--- config.mk ---
export PLATFORM = sky130hd
export DESIGN_NAME = sync_bcd_down_counter
export DESIGN_NICKNAME = d
export VERILOG_FILES = /design/src/rtl/sync_bcd_down_counter.sv
export SDC_FILE = /design/constraint.sdc
export NUM_CORES = 1
export LEC_CHECK = 0
export ABC_AREA = 1
export CAP_MARGIN = 0
export CORE_AREA = 2 2 46 48
export CTS_BUF_LIST = sky130_fd_sc_hd__clkbuf_4 sky130_fd_sc_hd__clkbuf_8
export CTS_CLUSTER_DIAMETER = 150
export DETAILED_ROUTE_END_ITERATION = 7
export DIE_AREA = 0 0 48 50
export GPL_TIMING_DRIVEN = 0
export PLACE_DENSITY = 0.74
export SYNTH_ARGS = -nofsm -noshare
export SYNTH_HDL_FRONTEND = slang
export SYNTH_SLANG_ARGS = --single-unit
--- constraint.sdc ---
create_clock -name clock -period 1.3 [get_ports clock]
set_input_delay 0.13 -clock clock [delete_from_list [all_inputs] [get_ports clock]]
set_output_delay 0.13 -clock clock [all_outputs]
set_load 0.01 [all_outputs]
--- src/rtl/sync_bcd_down_counter.sv ---
// sync_bcd_down_counter: loadable multi-digit BCD countdown with one-shot or auto-reload terminal behaviour
module sync_bcd_down_counter #(
    parameter int DIGITS = 2,
    parameter bit RELOAD = 1'b0
) (
    input  logic                  clock,
    input  logic                  clear_n,
    input  logic                  load,
    input  logic                  enable,
    input  logic [4*DIGITS-1:0]   preset,
    output logic [4*DIGITS-1:0]   count,
    output logic                  tc,
    output logic                  busy,
    output logic                  done
);
    localparam int W = 4 * DIGITS;

    typedef enum logic [1:0] {IDLE, RUN, DONE} state_t;

    state_t         state, next_state;
    logic [W-1:0]   reload_q, next_reload, next_count, sat;
    logic           next_tc;

    function automatic logic [W-1:0] sat_bcd(input logic [W-1:0] v);
        logic [W-1:0] r;
        r = v;
        for (int i = 0; i < DIGITS; i++)
            r[4*i +: 4] = v[4*i +: 4] > 4'd9 ? 4'd9 : v[4*i +: 4];
        return r;
    endfunction

    // Borrow ripples through every trailing zero digit, turning each into 9.
    function automatic logic [W-1:0] dec_bcd(input logic [W-1:0] v);
        logic [W-1:0] r;
        logic         b;
        r = v;
        b = 1'b1;
        for (int i = 0; i < DIGITS; i++) begin
            r[4*i +: 4] = b ? (v[4*i +: 4] == 4'd0 ? 4'd9 : v[4*i +: 4] - 4'd1) : v[4*i +: 4];
            b = b && (v[4*i +: 4] == 4'd0);
        end
        return r;
    endfunction

    always_comb begin
        sat         = sat_bcd(preset);
        next_state  = state;
        next_count  = count;
        next_reload = reload_q;
        next_tc     = 1'b0;
        if (load) begin
            next_count  = sat;
            next_reload = sat;
            next_state  = sat != '0 ? RUN : DONE;
        end else if (state == RUN && enable) begin
            next_tc    = count == W'(1);
            next_count = count != W'(1) ? dec_bcd(count) : (RELOAD ? reload_q : '0);
            next_state = count == W'(1) && !RELOAD ? DONE : RUN;
        end
    end

    always_ff @(posedge clock or negedge clear_n) begin
        if (!clear_n) begin
            state    <= IDLE;
            count    <= '0;
            reload_q <= '0;
            tc       <= 1'b0;
        end else begin
            state    <= next_state;
            count    <= next_count;
            reload_q <= next_reload;
            tc       <= next_tc;
        end
    end

    assign busy = state == RUN;
    assign done = state == DONE;
endmodule
==> key figures <==
Floorplanning
  – Placement Rows: 16
  – Die area: 2400 sq um
  – Initial Utilization: about two fifths
  – Core Box Area: 1900 sq um
  – Die height: about 50 microns
  – # IOs: 23
  – DIE WIDTH: roughly 48 microns

Pwr
  – P_leak: between 0.6 and 0.7 nW
  – Pwr dens: approximately 1600 nW/um^2
  – Pwr Total: ~1.8 mW
  – Maximum vdd drop: around 0.0012 V

Worst setup path
  – Crit-path leading delay family: simple AND/OR/NAND/NOR gates
  – Critical path required time: between 1.5 and 2 ns
  – Critical path's largest stage delay: approximately 0.38 ns
  – Setup crit end kind: flip-flop
  – Worst Path Buf+Inv: 2
  – Crit-path most repeated cell: nand2_1
  – Critical path's slowest cell: dfrtp_1
  – CP Cell Sequence: buf_4 > nor2_1 > nand3_2 > nand3_4 > nand2_4 > inv_4 > nand2_1 > nand2_1
  – Critical path launch point type: flip-flop
  – CP Max Fanout: 6
  – CP arrival: ~1.5 ns
  – Crit path kind: flip-flop to flip-flop

Synth
  – Mean Syn Cell Area: a little over 7 sq um
  – #FFs+latches synth: 11
  – Synth Instances: between 100 and 150
  – Largest cells by area after synthesis: dfrtp_1 35%, nand2_1 16%, nand3_1 6.5%, inv_1 4.8%, nor2_1 4.8%
  – Cell Area, Synth: 776 sq um
  – Seq/Total Area, Yosys: between 30% and 40%
  – Count of cell types in the netlist: 26
  – Post-synth top area share: 35.5%
  – YS warnings: 0
  – Post-synth top area cell: dfrtp_1
  – Post-Syn Nets: between 100 and 150

Layout
  – Area of the multi-input gates: 463 sq um
  – P&R area growth vs syn: 48.4%
  – Most frequent cells in the layout: 32 x nand2_1, 12 x clkdlybuf4s50_1, 11 x dfrtp_1
  – Post-route insts no fill: between 150 and 200
  – Fill cell count: roughly 180
  – Register area: about 280 sq um
  – Share of layout cells above drive strength 1: between 20 and 25%
  – Most common cell after layout, fill and taps aside: nand2_1
  – Final core occ: 60.5%
  – Final nets: between 150 and 200
  – N_diodes: 0

Global route
  – Grt ovf: 0
  – Gr usage total: 17.7%
  – Global-route wire length before repair: about 3 mm
  – Vias in the first global route: roughly 770
  – Initial antenna violation count: 0
  – Largest net degree at the start of global routing: 12

STA
  – Final Critical Period: between 1 and 1.5 ns
  – Worst Skew: just over 0.003 ns
  – RSZ-0062 raised after global routing: yes
  – Hold_ws: ~0.2 ns
  – Setup TNS: -0.00110 ns
  – Hold Fails Final Rpt: 0
  – Slew Limit Headroom: approximately 66%
  – Worst slew pin tran: 0.510 ns
  – Final Max Tran Viols: 0
  – Max Freq: between 700 and 800 MHz
  – Final Setup Violations: 1
  – Final worst path period share: 100%
  – Post-route setup slack: -0.00110 ns

Drt
  – WL/cell: around 11 microns
  – Final wirelength: between 1.5 and 2 mm
  – Vias after detailed routing: ~810
  – Via/cell ratio: approximately 4.8
  – Remaining DRCs: 0
  – 1st-iter DRT viols: 17
  – Antenna Violating Nets Remaining: 0
  – Drt first pass iters: 4

Place
  – Final HPWL DP: 1.37 mm
  – # port buffers: 22
  – Routability congestion estimate: around 0.84
  – Cell total after placement: ~160

Flow run
  – Max_cap viols: 0

Clock tree
  – Hold-fix buffers, CTS: 0
  – Clock-pin slew on the worst setup and hold paths: roughly 0.070 ns
  – CTS tree: built
  – Clock Latency Late Sink: about 0.27 ns
  – Clock sink total: 11
  – TritonCTS Buffers: 3
  – Maximum buffer depth of the clock tree: 2
  – H-tree Lvls: 1
  – Root Driver: clkbuf_4

Status
  – Failing checks: setup timing
  – Outcome: complete, but fails checks

Hold path
  – Type of the most critical hold path: input pin to asynchronous set/reset pin
[logic make-up after synthesis]
| logic type | count (synthesis) | synth area share [%] |
|---|---|---|
| AOI/OAI and AO/OA | 11 | 9.84 |
| DFF | 11 | 35.5 |
| xor gates and xnor gates | 1 | 1.13 |
| and+or+nand+nor | 68 | 41.9 |
| buffers and inverters | 16 | 10.0 |
| adders and majority gates | 1 | 1.61 |
[final cells by class]
type                       count  share of cell area (%)
sequential                    11                    23.9
multi-input combinational     81                    40.2
timing repair buffer          28                    23.4
clock buffer                   4                    2.61
tap                           27                    2.93
inverter                      14                    4.78
buffer                         2                    2.17
[final timing paths]
kind	startpoint	end	cells past startpoint	slack (ns)
worst min-delay path	clear_n	tc	1	0.20
worst max register to register	count[1]	count[7]	8	-0.001
worst min register to register	state[1]	state[1]	2	0.57
max in group asynchronous	clear_n	state[1]	1	0.76
min in group clock	enable	tc	3	0.47
worst max-delay path	count[1]	count[7]	8	-0.001
[flip-flops by register name, indices dropped and copies added, names as in the netlist]
name and flops:
count 8, state 2, tc 1
[power breakdown]
group / internal (mW) / switching (mW) / total, mW
clock network: 0.140 / 0.115 / 0.255
registers: 0.431 / 0.0551 / 0.486
logic: 0.492 / 0.553 / 1.05
[cells in the mapped netlist]
cell type  count
a21oi_1        1
a21oi_2        1
a31oi_1        1
buf_12         1
buf_2          1
dfrtp_1       11
ha_1           1
inv_1         10
inv_2          4
nand2_1       34
nand2_2        3
nand2_4        3
nand3_1       10
nand3_2        1
nand4_1        3
nor2_1        10
nor2_2         2
nor2_4         1
nor3_1         1
o211ai_1       1
o211ai_2       1
o21a_1         1
o21ai_0        1
o21ai_1        3
o221ai_1       1
xnor2_1        1
[worst register-to-register path, cell delays in order, from the launching register on]
cell,delay [ns]
dfrtp_1,0.38
buf_4,0.15
nor2_1,0.17
nand3_2,0.16
nand3_4,0.13
nand2_4,0.08
inv_4,0.07
nand2_1,0.05
nand2_1,0.05
[timing repair]
| action | CTS | global route |
|---|---|---|
| pin swaps | 0 | 7 |
| gates resized for setup | 7 | 12 |
| endpoints found under the setup margin | 15 | 11 |
| setup buffers | 6 | 0 |
[per-stage QoR]
| stage | worst slack [ns] | area (sq um) |
|---|---|---|
| final | -0.00110 | 1150 |
| after floorplan | 0.0130 | 783 |
| after CTS | 0.00325 | 1110 |
| after global placement | -0.0411 | 1040 |
| after global routing | -0.0660 | 1150 |
| after detailed placement | -0.0458 | 1040 |
[layer usage]
metal	global-route usage (%)	routed length, microns	up-vias
met5	0	0	-
met1	20.1	709	377
li1	-	-	411
met3	6.59	83	4
met4	4.05	28	0
met2	30.0	1010	15
Power figures use the tool's default switching activity.
